File: src/rtl/sha_bool_fn_pipe.sv
// sha_bool_fn_pipe: two-stage pipelined SHA Ch/Maj/Parity unit with valid/ready handshake.
// Optional macro SHA_FN_COUNT_EN adds the op_count accepted-result counter port.
module sha_bool_fn_pipe #(
   parameter int unsigned WIDTH = 64,
   parameter int unsigned TAG_W = 4
) (
   input  logic             clk,
   input  logic             resetn,
   input  logic             in_valid,
   output logic             in_ready,
   input  logic [1:0]       in_mode,
   input  logic [WIDTH-1:0] in_x,
   input  logic [WIDTH-1:0] in_y,
   input  logic [WIDTH-1:0] in_z,
   input  logic [TAG_W-1:0] in_tag,
   output logic             out_valid,
   input  logic             out_ready,
   output logic [WIDTH-1:0] out_data,
   output logic [TAG_W-1:0] out_tag,
   output logic             out_err
`ifdef SHA_FN_COUNT_EN
   ,
   output logic [31:0]      op_count
`endif
);

   typedef enum logic [1:0] {
      MODE_CH  = 2'b00,
      MODE_MAJ = 2'b01,
      MODE_PAR = 2'b10,
      MODE_ILL = 2'b11
   } fn_mode_t;

   logic             s1_valid;
   fn_mode_t         s1_mode;
   logic [WIDTH-1:0] s1_x;
   logic [WIDTH-1:0] s1_y;
   logic [WIDTH-1:0] s1_z;
   logic [TAG_W-1:0] s1_tag;

   logic             s2_can_load;
   logic             s2_load;
   logic             s1_load;
   logic [WIDTH-1:0] fn_result;
   logic             fn_err;

   // in_ready is forced low while resetn is asserted so nothing is accepted on a reset edge.
   always_comb begin
      s2_can_load = !out_valid | out_ready;
      s2_load     = s1_valid & s2_can_load;
      in_ready    = resetn & (!s1_valid | s2_can_load);
      s1_load     = in_valid & in_ready;
   end

   always_comb begin
      fn_result = '0;
      fn_err    = 1'b0;
      case (s1_mode)
         MODE_CH:  fn_result = (s1_x & s1_y) ^ (~s1_x & s1_z);
         MODE_MAJ: fn_result = (s1_x & s1_y) ^ (s1_x & s1_z) ^ (s1_y & s1_z);
         MODE_PAR: fn_result = s1_x ^ s1_y ^ s1_z;
         default: begin
            fn_result = '0;
            fn_err    = 1'b1;
         end
      endcase
   end

   always_ff @(posedge clk) begin
      if (!resetn) begin
         s1_valid <= 1'b0;
      end else if (s1_load) begin
         s1_valid <= 1'b1;
         s1_mode  <= fn_mode_t'(in_mode);
         s1_x     <= in_x;
         s1_y     <= in_y;
         s1_z     <= in_z;
         s1_tag   <= in_tag;
      end else if (s2_load) begin
         s1_valid <= 1'b0;
      end
   end

   // Output registers only change on a load, so they hold through any stall.
   always_ff @(posedge clk) begin
      if (!resetn) begin
         out_valid <= 1'b0;
         out_data  <= '0;
         out_tag   <= '0;
         out_err   <= 1'b0;
      end else if (s2_load) begin
         out_valid <= 1'b1;
         out_data  <= fn_result;
         out_tag   <= s1_tag;
         out_err   <= fn_err;
      end else if (out_ready) begin
         out_valid <= 1'b0;
      end
   end

`ifdef SHA_FN_COUNT_EN
   always_ff @(posedge clk) begin
      if (!resetn) begin
         op_count <= '0;
      end else if (out_valid & out_ready) begin
         op_count <= op_count + 32'd1;
      end
   end
`endif

endmodule

File: config.mk
export PLATFORM = sky130hd
export DESIGN_NAME = sha_bool_fn_pipe
export DESIGN_NICKNAME = d
export VERILOG_FILES = /design/src/rtl/sha_bool_fn_pipe.sv
export SDC_FILE = /design/constraint.sdc
export NUM_CORES = 1
export LEC_CHECK = 0
export ABC_CLOCK_PERIOD_IN_PS = 13930
export BUFFER_PORTS_ARGS = -buffer_cell sky130_fd_sc_hd__clkbuf_2
export CAP_MARGIN = 20
export CORE_MARGIN = 2
export CORE_UTILIZATION = 51
export DETAILED_ROUTE_END_ITERATION = 6
export PLACE_DENSITY = 0.8
export SYNTH_ARGS = -nofsm -noshare
export SYNTH_HDL_FRONTEND = slang
export SYNTH_SLANG_ARGS = --single-unit
File: constraint.sdc
create_clock -name clk -period 13.93 [get_ports clk]
set_input_delay 0.6965 -clock clk [delete_from_list [all_inputs] [get_ports clk]]
set_output_delay 0.6965 -clock clk [all_outputs]
set_load 0.03 [all_outputs]
* Yosys cells after proc, flatten, opt, wreduce, memory -nomap -nowiden
Cells that the tools add are included.
** Word-level totals
- Input bits :: 202
- Word-level logic and storage cells :: 40
- Flip-flop bits (word level) :: 269
- Output and inout bits :: 71
** Cells by class
- Equal/unequal tests :: 2
- Bitwise logic cells :: 15
- Reduce and logical (&&, ||, !) cells :: 7
- Mux-type cells :: 6
** Operators by type and width (number)
- $xor A64 B64 Y64 :: 5
- $and A64 B64 Y64 :: 4
- $pmux W64 S3 :: 1
- $not A64 Y64 :: 1
- $mux W1 :: 5
- $reduce_bool A2 Y1 :: 2
- $and A1 B1 Y1 :: 3
- $reduce_or A3 Y1 :: 1
- $eq A2 B1 Y1 const B :: 1
- $eq A2 B2 Y1 const B :: 1
- $logic_not A1 Y1 :: 2
- $logic_not A2 Y1 :: 1
- $or A1 B1 Y1 :: 2
- $reduce_and A2 Y1 :: 1

* Depth between registers and ports, before layout
Gate-level depths: netlist (run 1).
- Depth in word-level cells :: 6
- Depth in mapped cells :: 6

* Least setup slack after synthesis (run 1)
OpenSTA, ideal clock, no wires.
- Kind :: input port to flip-flop
- Start :: in resetn
- End :: reg s1_mode[0], enable pin
- Path slack :: 7.342 ns
- Data required time :: 13.348 ns
- Arrival :: 6.006 ns
- Library setup time :: 0.582 ns
- Cell stages on the path :: 3
- Path through :: buf_2 -> a21boi_1 -> and2_1
** On the way
- Cells in the longest elaborated chain, start to end :: 3
** Ends and longest elaborated chain
- from (decl) :: line 8 : input logic resetn,
- $and A1 B1 Y1 :: line 51 : in_ready = resetn & (!s1_valid | s2_can_load);
- via in_ready :: line 10 : output logic in_ready,
- $and A1 B1 Y1 :: line 52 : s1_load = in_valid & in_ready;
- $reduce_and A2 Y1 (no line)
- to (signal assigned) :: line 74 : s1_mode <= fn_mode_t'(in_mode);
- to (decl) :: line 35 : fn_mode_t s1_mode;
The timed path passes the listed nets, and every way through them passes these cells.
A chain may end at the register's enable or synchronous reset.

* Worst setup path after layout (run 1)
- Start :: reg out_valid
- End :: reg s1_z[1], enable pin
** On the way
- Cells in the longest elaborated chain, start to end :: 6
** Ends and longest elaborated chain
- from (decl) :: line 16 : output logic out_valid,
- from (signal assigned) :: line 87 : out_valid <= 1'b0;
- from (signal assigned) :: line 92 : out_valid <= 1'b1;
- from (signal assigned) :: line 97 : out_valid <= 1'b0;
- $logic_not A1 Y1 :: line 49 : s2_can_load = !out_valid | out_ready;
- $or A1 B1 Y1 :: line 49
- $or A1 B1 Y1 :: line 51
- $and A1 B1 Y1 :: line 51
- $and A1 B1 Y1 :: line 52
- $reduce_and A2 Y1 (no line)
- to (signal assigned) :: line 77 : s1_z <= in_z;
- to (decl) :: line 38 : logic [WIDTH-1:0] s1_z;
No other way between the ends.

==> flow_metrics.py, run 1 <==
metrics = {
    "status": {
        "run_status": "finished clean",
    },
    "clock_network": {
        "htreeDepth": 1,
        "clock_slew_at_reported_path_ffs_ns": 0.06,
        "cts-buffers-inserted": 28,
        "cts_root_buf": "sky130_fd_sc_hd__clkbuf_16",
        "clock_sink_count": 269,
        "tritoncts": "done",
        "cts.hold.buffers_added": 0,
        "clk-insertion-delay-late_ns": 0.54,
        "cts.path.max_buffers": 3,
        "post_cts.repair.setup_buffers": 0,
        "post_cts_resized": 0,
    },
    "worst_setup_path": {
        "crit_path_end_kind": "flop",
        "path_max_fanout": 80,
        "timing.critical_path.required_ns": 14.08,
        "worstReg2RegEnd": "s1_z[1]$_DFFE_PP_",
        "ff_to_ff_setup_slack_ns": 11.09,
        "worstPathArrival_ns": 2.99,
        "setup.worst_path.start_class": "flop",
        "regToRegStartpoint": "out_valid$_SDFFE_PN0P_",
        "path_class": "reg2reg",
        "worst-r2r-cell-count": 4,
    },
    "timing": {
        "hold_viol_final": 0,
        "setup_total_negative_slack_ns": 0,
        "worst_hold_slack_ns": 0.323,
        "layout_min_cycle_time_ns": 2.84,
        "skew_ns": 0.0243,
        "worst_slew_slack_as_a_fraction_of_its_limit_pct": 30.9,
        "rsz0062_at_grt": "no",
        "tightest_slew_ns": 1.04,
        "fin_crit_share_pct": 20.4,
        "timing.final.max_slew_violations": 0,
        "clock.fmax_ghz": 0.352,
        "setup_viol_count_final": 0,
    },
    "place": {
        "detailed_place_hpwl_mm": 16.3,
        "globalplace.congestion": 0.852,
        "placed_insts": 1113,
        "port-buffer-count": 272,
    },
    "synthesis": {
        "synth_area_per_cell_sq_um": 18.5,
        "synth.top_cells.by_count": "sky130_fd_sc_hd__edfxtp_1, sky130_fd_sc_hd__dfxtp_1",
        "synthDistinctLibCells": 25,
        "synth_enable_flop_cells": 198,
        "synth_top_cell_area_share_pct": 54.0,
        "synth.top_cells.by_area": "sky130_fd_sc_hd__edfxtp_1, sky130_fd_sc_hd__dfxtp_1, sky130_fd_sc_hd__fa_1, sky130_fd_sc_hd__mux2_2, sky130_fd_sc_hd__a222oi_1",
        "synth_area_leader_cell": "sky130_fd_sc_hd__edfxtp_1",
        "postSynthRegisterBits": 269,
        "yosys_warnings": 0,
        "post_synth_top_flop": "sky130_fd_sc_hd__edfxtp_1",
        "synth.yosys.seq_area_share_pct": 66.9,
        "syn_nets": 861,
        "synthesis.area_sq_um": 11000,
        "synth-async-reset-ratio_pct": 0,
        "yosysMostFrequentCell": "sky130_fd_sc_hd__edfxtp_1",
        "synthesis.instances": 595,
    },
    "global_routing": {
        "number_of_antenna_violations_at_the_first_check_in_global_routing": 0,
        "first_global_vias": 7161,
        "grt_first_pass_wirelength_mm": 37.4,
        "grt-ovfl-total": 0,
        "grt_max_degree": 81,
        "gr-usage-all-layers_pct": 21.4,
    },
    "final_layout": {
        "final_cell_count_no_fill": 1165,
        "nNetsFinal": 1134,
        "fillers": 1514,
        "antennaDiodeCount": 0,
        "final_layout_size_suffix_gt1_share_pct": 44.3,
        "flow.area_growth_from_synthesis_pct": 22.8,
    },
    "floorplan": {
        "rows": 53,
        "floorplan.io_pins": 273,
        "die-area_sq_um": 22800,
        "placeable_core_region_sq_um": 21100,
        "die_x_microns": 151,
        "dieHeight_microns": 151,
        "floorplan.initialDensity_pct": 52.2,
    },
    "detailed_routing": {
        "drt_wl_total_mm": 24.5,
        "num_vias": 6746,
        "drt-initial-drc-count": 618,
        "drc": 0,
        "post_drt_via_cell_ratio": 5.79,
        "drt.antenna.violating_nets": 0,
        "routedWlPerCell_microns": 21.0,
        "firstDrtPassIters": 7,
    },
    "hold_path": {
        "hold-path-cell-count": 1,
        "holdPathEnd": "s1_z[54]$_DFFE_PP_",
        "hold_path_startpoint": "in_z[54]",
        "worst_hold_path_class": "in2reg",
    },
    "run": {
        "max_cap_viol_count": 0,
    },
    "power_and_ir_drop": {
        "power.density_cell_area_nw_per_um2": 135,
        "leakage_nw": 5.13,
        "peakVddDrop_v": 0.000108,
    },
}
## cell usage in the layout (no fill, tap or decap), types with 5 or more instances in the layout
cell	n
sky130_fd_sc_hd__fa_1	64
sky130_fd_sc_hd__clkbuf_2	272
sky130_fd_sc_hd__a222oi_1	64
sky130_fd_sc_hd__mux2_2	64
sky130_fd_sc_hd__edfxtp_1	198
sky130_fd_sc_hd__buf_4	7
sky130_fd_sc_hd__o21ai_1	5
sky130_fd_sc_hd__clkinv_2	8
sky130_fd_sc_hd__clkbuf_16	28
sky130_fd_sc_hd__o2bb2ai_1	64
sky130_fd_sc_hd__bufinv_16	5
sky130_fd_sc_hd__dfxtp_1	71
sky130_fd_sc_hd__clkbuf_1	5
sky130_fd_sc_hd__a21boi_1	7
sky130_fd_sc_hd__inv_1	5
## worst max-delay path by stage
stage                                 from                    to  slack [ns]  cells past startpoint
floorplan                           resetn  s1_mode[0]$_DFFE_PP_        7.34                      3
global placement                    resetn     s1_x[1]$_DFFE_PP_       10.77                      4
detailed placement                  resetn     s1_x[6]$_DFFE_PP_       10.65                      4
CTS                 out_valid$_SDFFE_PN0P_    s1_x[31]$_DFFE_PP_       11.04                      4
global route        out_valid$_SDFFE_PN0P_    s1_x[31]$_DFFE_PP_       10.89                      4
finish              out_valid$_SDFFE_PN0P_     s1_z[1]$_DFFE_PP_       11.09                      4
## state kept, by name (all words and copies together), names as in the netlist
| register | flops |
|---|---|
| s1_y | 64 |
| s1_tag | 4 |
| s1_valid | 1 |
| out_data | 64 |
| s1_z | 64 |
| s1_x | 64 |
| out_valid | 1 |
| out_err | 1 |
| out_tag | 4 |
| s1_mode | 2 |
## metal layers
metal | GRT usage (%) | up-vias | part of all wire (%)
met4 | 7.66 | 0 | 3.5
met3 | 4.46 | 57 | 8.2
li1 | - | 3010 | -
met1 | 26.8 | 3337 | 38
met2 | 37.2 | 342 | 51
met5 | 0 | - | 0
## worst max-delay path: stages, from the launching register on
cell,delay (ns)
sky130_fd_sc_hd__dfxtp_1,0.32
sky130_fd_sc_hd__nor2b_1,0.21
sky130_fd_sc_hd__a21boi_1,0.22
sky130_fd_sc_hd__and2_4,0.87
sky130_fd_sc_hd__buf_4,0.79
## through the flow
| step | total power, mW | util (%) | worst slack [ns] | cell area [sq um] |
|---|---|---|---|---|
| final | 1.83 | 64.2 | 11.09 | 13500 |
| after floorplan | 1.02 | - | 7.34 | 11000 |
| after CTS | 1.85 | 64.2 | 11.04 | 13500 |
| after global routing | 1.90 | 64.2 | 10.89 | 13500 |
| after global placement | 1.07 | 59.6 | 10.77 | 12600 |
| after detailed placement | 1.08 | 59.6 | 10.65 | 12600 |
## power breakdown
part / switching (mW) / internal, mW
clock: 0.298 / 0.469
combinational: 0.0786 / 0.0640
sequential: 0.0244 / 0.900
## kinds of logic after synthesis
family | count (synthesis) | share of synthesized area (%)
DFF | 269 | 66.9
AOI/OAI and AO/OA | 142 | 11.8
muxes | 64 | 6.54
adders and majority gates | 64 | 11.6
buffers and inverters | 42 | 2.43
and+or+nand+nor | 14 | 0.784
## final cells by class
cell class,instances,area [sq um],area share (%)
Tap cell,275,344,2.54
Inverter,6,23.8,0.176
Sequential cell,269,7370,54.4
Timing Repair Buffer,279,1410,10.4
Clock inverter,18,231,1.71
Clock buffer,34,733,5.42
Multi-Input combinational cell,284,3420,25.3
Note: power is estimated with default switching activity, not from simulation.
==> run 2: changes to the inputs <==
ABC_AREA = 1   (was unset)
ABC_CLOCK_PERIOD_IN_PS = 2900   (was 13930)
PLACE_DENSITY = 0.79   (was 0.8)
clock period = 2.9 ns   (was 13.93 ns; I/O delays follow)
==> flow_metrics.py, run 2 <==
metrics = {
    "power_and_ir_drop": {
        "internal_power_mw": 7.09,
        "share_comb_of_total_power_pct": 11.9,
        "power.density_cell_area_nw_per_um2": 547,
        "power.share.switching_pct": 23.9,
        "leakage_nw": 7.39,
        "peakVddDrop_v": 0.000524,
        "seqPwrFrac_pct": 47.8,
        "pwr-share-clk_pct": 40.2,
        "total_power_mw": 9.32,
        "total_switching_power_mw": 2.23,
    },
    "floorplan": {
        "rows": 57,
        "placeable_core_region_sq_um": 24100,
        "floorplan.io_pins": 273,
        "die_x_microns": 160,
        "floorplan.initialDensity_pct": 51.6,
        "die-area_sq_um": 25700,
        "dieHeight_microns": 160,
    },
    "hold_path": {
        "worst_hold_path_class": "in2reg",
        "hold-path-cell-count": 2,
    },
    "synthesis": {
        "synthesis.instances": 1186,
        "synth_top_cell_area_share_pct": 47.8,
        "synthDistinctLibCells": 18,
        "syn_nets": 1452,
        "synth_area_leader_cell": "sky130_fd_sc_hd__edfxtp_1",
        "postSynthRegisterBits": 269,
        "synth.top_cells.by_area": "sky130_fd_sc_hd__edfxtp_1, sky130_fd_sc_hd__nand2_1, sky130_fd_sc_hd__dfxtp_1, sky130_fd_sc_hd__fa_1, sky130_fd_sc_hd__nand3_1",
        "synth_enable_flop_cells": 198,
        "synth.top_cells.by_count": "sky130_fd_sc_hd__nand2_1, sky130_fd_sc_hd__edfxtp_1, sky130_fd_sc_hd__inv_1, sky130_fd_sc_hd__nand3_1, sky130_fd_sc_hd__dfxtp_1",
        "synth_area_per_cell_sq_um": 10.5,
        "yosysMostFrequentCell": "sky130_fd_sc_hd__nand2_1",
        "synth.yosys.seq_area_share_pct": 59.2,
        "synth-async-reset-ratio_pct": 0,
        "synthesis.area_sq_um": 12400,
        "yosys_warnings": 0,
        "post_synth_top_flop": "sky130_fd_sc_hd__edfxtp_1",
    },
    "worst_setup_path": {
        "timing.critical_path.required_ns": 3.36,
        "path_max_fanout": 34,
        "setup.worst_path.start_class": "flop",
        "path_class": "reg2reg",
        "worstPathArrival_ns": 2.50,
        "crit_path_end_kind": "flop",
        "worst-r2r-cell-count": 8,
    },
    "detailed_routing": {
        "firstDrtPassIters": 7,
        "drt_wl_total_mm": 35.2,
        "num_vias": 10400,
        "drt.antenna.violating_nets": 0,
        "drc": 0,
        "routedWlPerCell_microns": 17.6,
        "drt-initial-drc-count": 918,
        "post_drt_via_cell_ratio": 5.19,
    },
    "timing": {
        "tightest_slew_ns": 1.05,
        "timing.final.max_slew_violations": 0,
        "fin_crit_share_pct": 70.3,
        "worst_hold_slack_ns": 0.307,
        "hold_viol_final": 0,
        "clock.fmax_ghz": 0.490,
        "layout_min_cycle_time_ns": 2.04,
        "worst_slew_slack_as_a_fraction_of_its_limit_pct": 30.0,
        "setup_viol_count_final": 0,
        "rsz0062_at_grt": "no",
        "skew_ns": 0.0125,
    },
    "clock_network": {
        "clock_slew_at_reported_path_ffs_ns": 0.06,
        "cts.path.max_buffers": 3,
        "clock_sink_count": 269,
        "cts-buffers-inserted": 29,
        "clk-insertion-delay-late_ns": 0.55,
        "htreeDepth": 1,
        "cts_root_buf": "sky130_fd_sc_hd__clkbuf_16",
        "tritoncts": "done",
        "post_cts.repair.setup_buffers": 0,
        "post_cts_resized": 0,
    },
    "status": {
        "run_status": "finished clean",
    },
    "final_layout": {
        "layout_commonest_cell": "sky130_fd_sc_hd__nand2_1",
        "final_layout_size_suffix_gt1_share_pct": 21.9,
        "nNetsFinal": 1917,
        "seq_cell_area_sq_um": 7370,
        "final_area_sq_um": 17000,
        "fillers": 1615,
        "flow.area_growth_from_synthesis_pct": 37.0,
        "core_occupancy_in_the_finished_layout_pct": 70.7,
        "highest_count_cells_in_the_layout_ignoring_fill_and_taps": "sky130_fd_sc_hd__nand2_1, sky130_fd_sc_hd__clkbuf_2, sky130_fd_sc_hd__dlygate4sd3_1, sky130_fd_sc_hd__edfxtp_1, sky130_fd_sc_hd__inv_1",
        "total_area_of_multi_input_combinational_cells_sq_um": 4250,
    },
    "global_routing": {
        "first_global_vias": 10800,
        "number_of_antenna_violations_at_the_first_check_in_global_routing": 1,
        "grt-ovfl-total": 0,
        "gr-usage-all-layers_pct": 27.5,
        "grt_max_degree": 91,
        "grt_first_pass_wirelength_mm": 55.6,
    },
    "run": {
        "max_cap_viol_count": 0,
    },
    "place": {
        "detailed_place_hpwl_mm": 18.7,
        "globalplace.congestion": 0.826,
        "dpl_cell_area_sq_um": 14100,
        "port-buffer-count": 272,
    },
}
==> run 2: through the flow <==
stage                     setup slack [ns]  instances  setup TNS [ns]
after floorplan                      -1.06       1186         -209.03
after global placement                1.06       1743               0
after detailed placement             0.988       1743               0
after CTS                            0.946       1997               0
after global routing                 0.775       1998               0
final                                0.860       1998               0
==> run 2: repair_timing <==
action	in CTS	in global routing
endpoints found under the hold margin	205	0
endpoints found under the setup margin	0	0
hold buffers	201	0
==> run 2: final cells by class <==
cell class	instances	area share, %
clock inverters	19	1.26
flip-flops and latches	269	43.2
multi-input cells	726	24.9
well taps	324	2.38
repair buffers	487	20.8
diodes	1	0.0147
clock buffers	34	4.37
inverters	138	3.05
==> run 2: per-layer routing <==
layer | up-vias | wire length, microns | global-route usage, %
met2 | 596 | 18200 | 49.4
met4 | 0 | 1400 | 11.1
met3 | 106 | 3070 | 5.27
met5 | - | 0 | 0
li1 | 4806 | - | -
met1 | 4870 | 12500 | 32.7
==> run 2: power by group through the flow <==
stage / Clock [mW] / Combinational [mW] / Sequential (mW)
after floorplan: 0 / 0.448 / 4.60
after global placement: 0 / 0.826 / 4.52
after detailed placement: 0 / 0.853 / 4.53
after CTS: 3.79 / 1.08 / 4.45
after global routing: 3.97 / 1.22 / 4.48
final: 3.75 / 1.11 / 4.46
==> run 2: cells by family after synthesis <==
logic type                 after synthesis  synth area share (%)
and+or+nand+nor                        527                  17.3
DFF                                    269                  59.2
AOI/OAI and AO/OA                      135                  6.37
adders and majority gates               64                  10.3
buffers and inverters                  191                  6.81
==> run 2: worst max-delay path: stages (launching register included) <==
cell                       delay (ns)
sky130_fd_sc_hd__edfxtp_1        0.55
sky130_fd_sc_hd__inv_2           0.54
sky130_fd_sc_hd__buf_12          0.29
sky130_fd_sc_hd__nand3_1         0.11
sky130_fd_sc_hd__nand2_1         0.11
sky130_fd_sc_hd__inv_1           0.05
sky130_fd_sc_hd__nand2_1         0.06
sky130_fd_sc_hd__nand2_1         0.07
sky130_fd_sc_hd__a21oi_2         0.16
==> run 2: final timing paths <==
| check | end | slack (ns) | start |
|---|---|---|---|
| hold reg to reg | out_data[63]$_SDFFE_PN0P_ | 0.46 | out_data[63]$_SDFFE_PN0P_ |
| setup reg to reg | out_data[38]$_SDFFE_PN0P_ | 0.86 | s1_mode[1]$_DFFE_PP_ |
| setup / recovery | out_data[38]$_SDFFE_PN0P_ | 0.86 | s1_mode[1]$_DFFE_PP_ |
| hold / removal | s1_x[14]$_DFFE_PP_ | 0.31 | in_x[14] |
==> run 3: changes to the inputs <==
ABC_AREA = 0   (was 1)
ABC_CLOCK_PERIOD_IN_PS = 2000   (was 2900)
PLACE_DENSITY = 0.8   (was 0.79)
clock period = 2 ns   (was 2.9 ns; I/O delays follow)
==> flow_metrics.py, run 3 (synthesis results as in run 1) <==
metrics = {
    "worst_setup_path": {
        "timing.critical_path.required_ns": 2.44,
        "worstPathCellList": "nand2_1 -> nand4_4 -> buf_12 -> o2bb2ai_1",
        "worst_path_max_delay_cell": "sky130_fd_sc_hd__edfxtp_1",
        "path_max_fanout": 24,
        "setup.worst_path.start_class": "flop",
        "worstPathArrival_ns": 2.35,
        "path_class": "reg2reg",
        "cp_slowest_stage_delay_ns": 0.58,
        "crit_path_end_kind": "flop",
    },
    "timing": {
        "skew_ns": 0.0106,
        "clock.fmax_ghz": 0.524,
        "layout_min_cycle_time_ns": 1.91,
        "timing.final.max_slew_violations": 0,
        "fin_crit_share_pct": 95.4,
        "worst_hold_slack_ns": 0.272,
        "setup_viol_count_final": 0,
        "worst_slew_slack_as_a_fraction_of_its_limit_pct": 55.9,
        "setup_total_negative_slack_ns": 0,
        "rsz0062_at_grt": "no",
        "tightest_slew_ns": 0.660,
        "hold_viol_final": 0,
    },
    "final_layout": {
        "final_layout_size_suffix_gt1_share_pct": 37.2,
        "total_area_of_multi_input_combinational_cells_sq_um": 3470,
        "final_area_sq_um": 15900,
        "seq_cell_area_sq_um": 7370,
        "core_occupancy_in_the_finished_layout_pct": 75.3,
        "nNetsFinal": 1359,
        "flow.area_growth_from_synthesis_pct": 44.2,
        "final_cell_count_no_fill": 1395,
        "fillers": 1151,
        "highest_count_cells_in_the_layout_ignoring_fill_and_taps": "sky130_fd_sc_hd__clkbuf_2, sky130_fd_sc_hd__dlygate4sd3_1, sky130_fd_sc_hd__edfxtp_1, sky130_fd_sc_hd__dfxtp_1",
        "layout_commonest_cell": "sky130_fd_sc_hd__clkbuf_2",
    },
    "detailed_routing": {
        "firstDrtPassIters": 6,
        "num_vias": 8093,
        "drt-initial-drc-count": 790,
        "post_drt_via_cell_ratio": 5.80,
        "drt_wl_total_mm": 32.7,
        "routedWlPerCell_microns": 23.4,
        "drt.antenna.violating_nets": 0,
        "drc": 0,
    },
    "place": {
        "placed_insts": 1127,
        "dpl_cell_area_sq_um": 12800,
        "globalplace.congestion": 0.790,
        "detailed_place_hpwl_mm": 16.7,
        "port-buffer-count": 272,
    },
    "global_routing": {
        "first_global_vias": 8967,
        "grt_max_degree": 65,
        "gr-usage-all-layers_pct": 28.2,
        "grt_first_pass_wirelength_mm": 48.9,
        "number_of_antenna_violations_at_the_first_check_in_global_routing": 4,
        "grt-ovfl-total": 0,
    },
    "clock_network": {
        "tritoncts": "done",
        "cts_root_buf": "sky130_fd_sc_hd__clkbuf_16",
        "htreeDepth": 1,
        "clock_slew_at_reported_path_ffs_ns": 0.06,
        "cts-buffers-inserted": 28,
        "cts.path.max_buffers": 3,
        "clock_sink_count": 269,
        "clk-insertion-delay-late_ns": 0.53,
    },
    "power_and_ir_drop": {
        "leakage_nw": 6.12,
        "power.density_cell_area_nw_per_um2": 821,
        "peakVddDrop_v": 0.000698,
    },
    "floorplan": {
        "die-area_sq_um": 22800,
        "dieHeight_microns": 151,
        "rows": 53,
        "floorplan.io_pins": 273,
        "die_x_microns": 151,
        "floorplan.initialDensity_pct": 52.2,
        "placeable_core_region_sq_um": 21100,
    },
    "hold_path": {
        "worst_hold_path_class": "in2reg",
    },
    "run": {
        "max_cap_viol_count": 0,
    },
    "status": {
        "run_status": "finished clean",
    },
}
-- run 3: cell count changes in the layout (fill, tap and decap cells not counted), sizes merged, moves of 6 or more --
cell     previous run  this run
nor2               12         1
inv               138         5
buf                14        28
o2bb2ai             0        64
a21boi              0         8
a222oi              0        64
nand2             385         1
nand3             128         4
clkbuf            306       314
mux2                0        64
a21oi              67         1
o21ai              68         5
nor2b               0         6
-- run 3: final cells by class --
cell class                      instances  share of cell area (%)
Timing Repair Buffer                  502                    23.7
Inverter                                6                   0.150
Multi-Input combinational cell        286                    21.8
Sequential cell                       269                    46.4
Clock inverter                         10                   0.606
Tap cell                              275                    2.17
Clock buffer                           42                    5.06
Antenna cell                            5                  0.0787
-- run 3: per-stage QoR --
stage	setup WS (ns)	power [mW]
2_1_floorplan	-0.689	7.11
3_3_place_gp	-0.0660	7.55
3_5_place_dp	-0.123	7.59
4_1_cts	0.00983	12.9
5_1_grt	0.00438	13.4
6_report	0.0925	13.1
-- run 3: repair_timing --
action,in CTS,in global routing
buffers inserted,0,7
hold buffers,202,0
gates cloned,2,0
endpoints found under the setup margin,48,45
hold endpoints to repair,205,0
resized for setup,1,1
-- run 3: path summary, 6_finish.rpt --
path	startpoint	endpoint	slack, ns	cells after the start
setup reg to reg	s1_mode[0]$_DFFE_PP_	out_data[40]$_SDFFE_PN0P_	0.09	4
hold reg to reg	out_data[11]$_SDFFE_PN0P_	out_data[11]$_SDFFE_PN0P_	0.46	1
hold / removal	in_x[14]	s1_x[14]$_DFFE_PP_	0.27	2
setup / recovery	s1_mode[0]$_DFFE_PP_	out_data[40]$_SDFFE_PN0P_	0.09	4
-- run 3: critical path, delay by kind of cell (launching register included) --
family	cells	cell delay (ns)
and+or+nand+nor	2	0.68
DFF	1	0.58
buffers and inverters	1	0.35
AOI/OAI and AO/OA	1	0.19
-- run 3: per-layer routing --
metal	part of all wire (%)	vias up	global-route usage (%)	routed length [microns]
li1	-	3462	-	-
met1	35	4047	32.6	11500
met2	54	493	51.7	17500
met3	7.6	91	5.03	2500
met4	3.6	0	12.1	1180
met5	0	-	0	0
-- run 3: report_power, final --
group	internal [mW]	switching (mW)	total, mW
sequential	6.26	0.192	6.45
clock	3.02	2.11	5.13
combinational	0.775	0.693	1.47
total	10.1	2.99	13.1
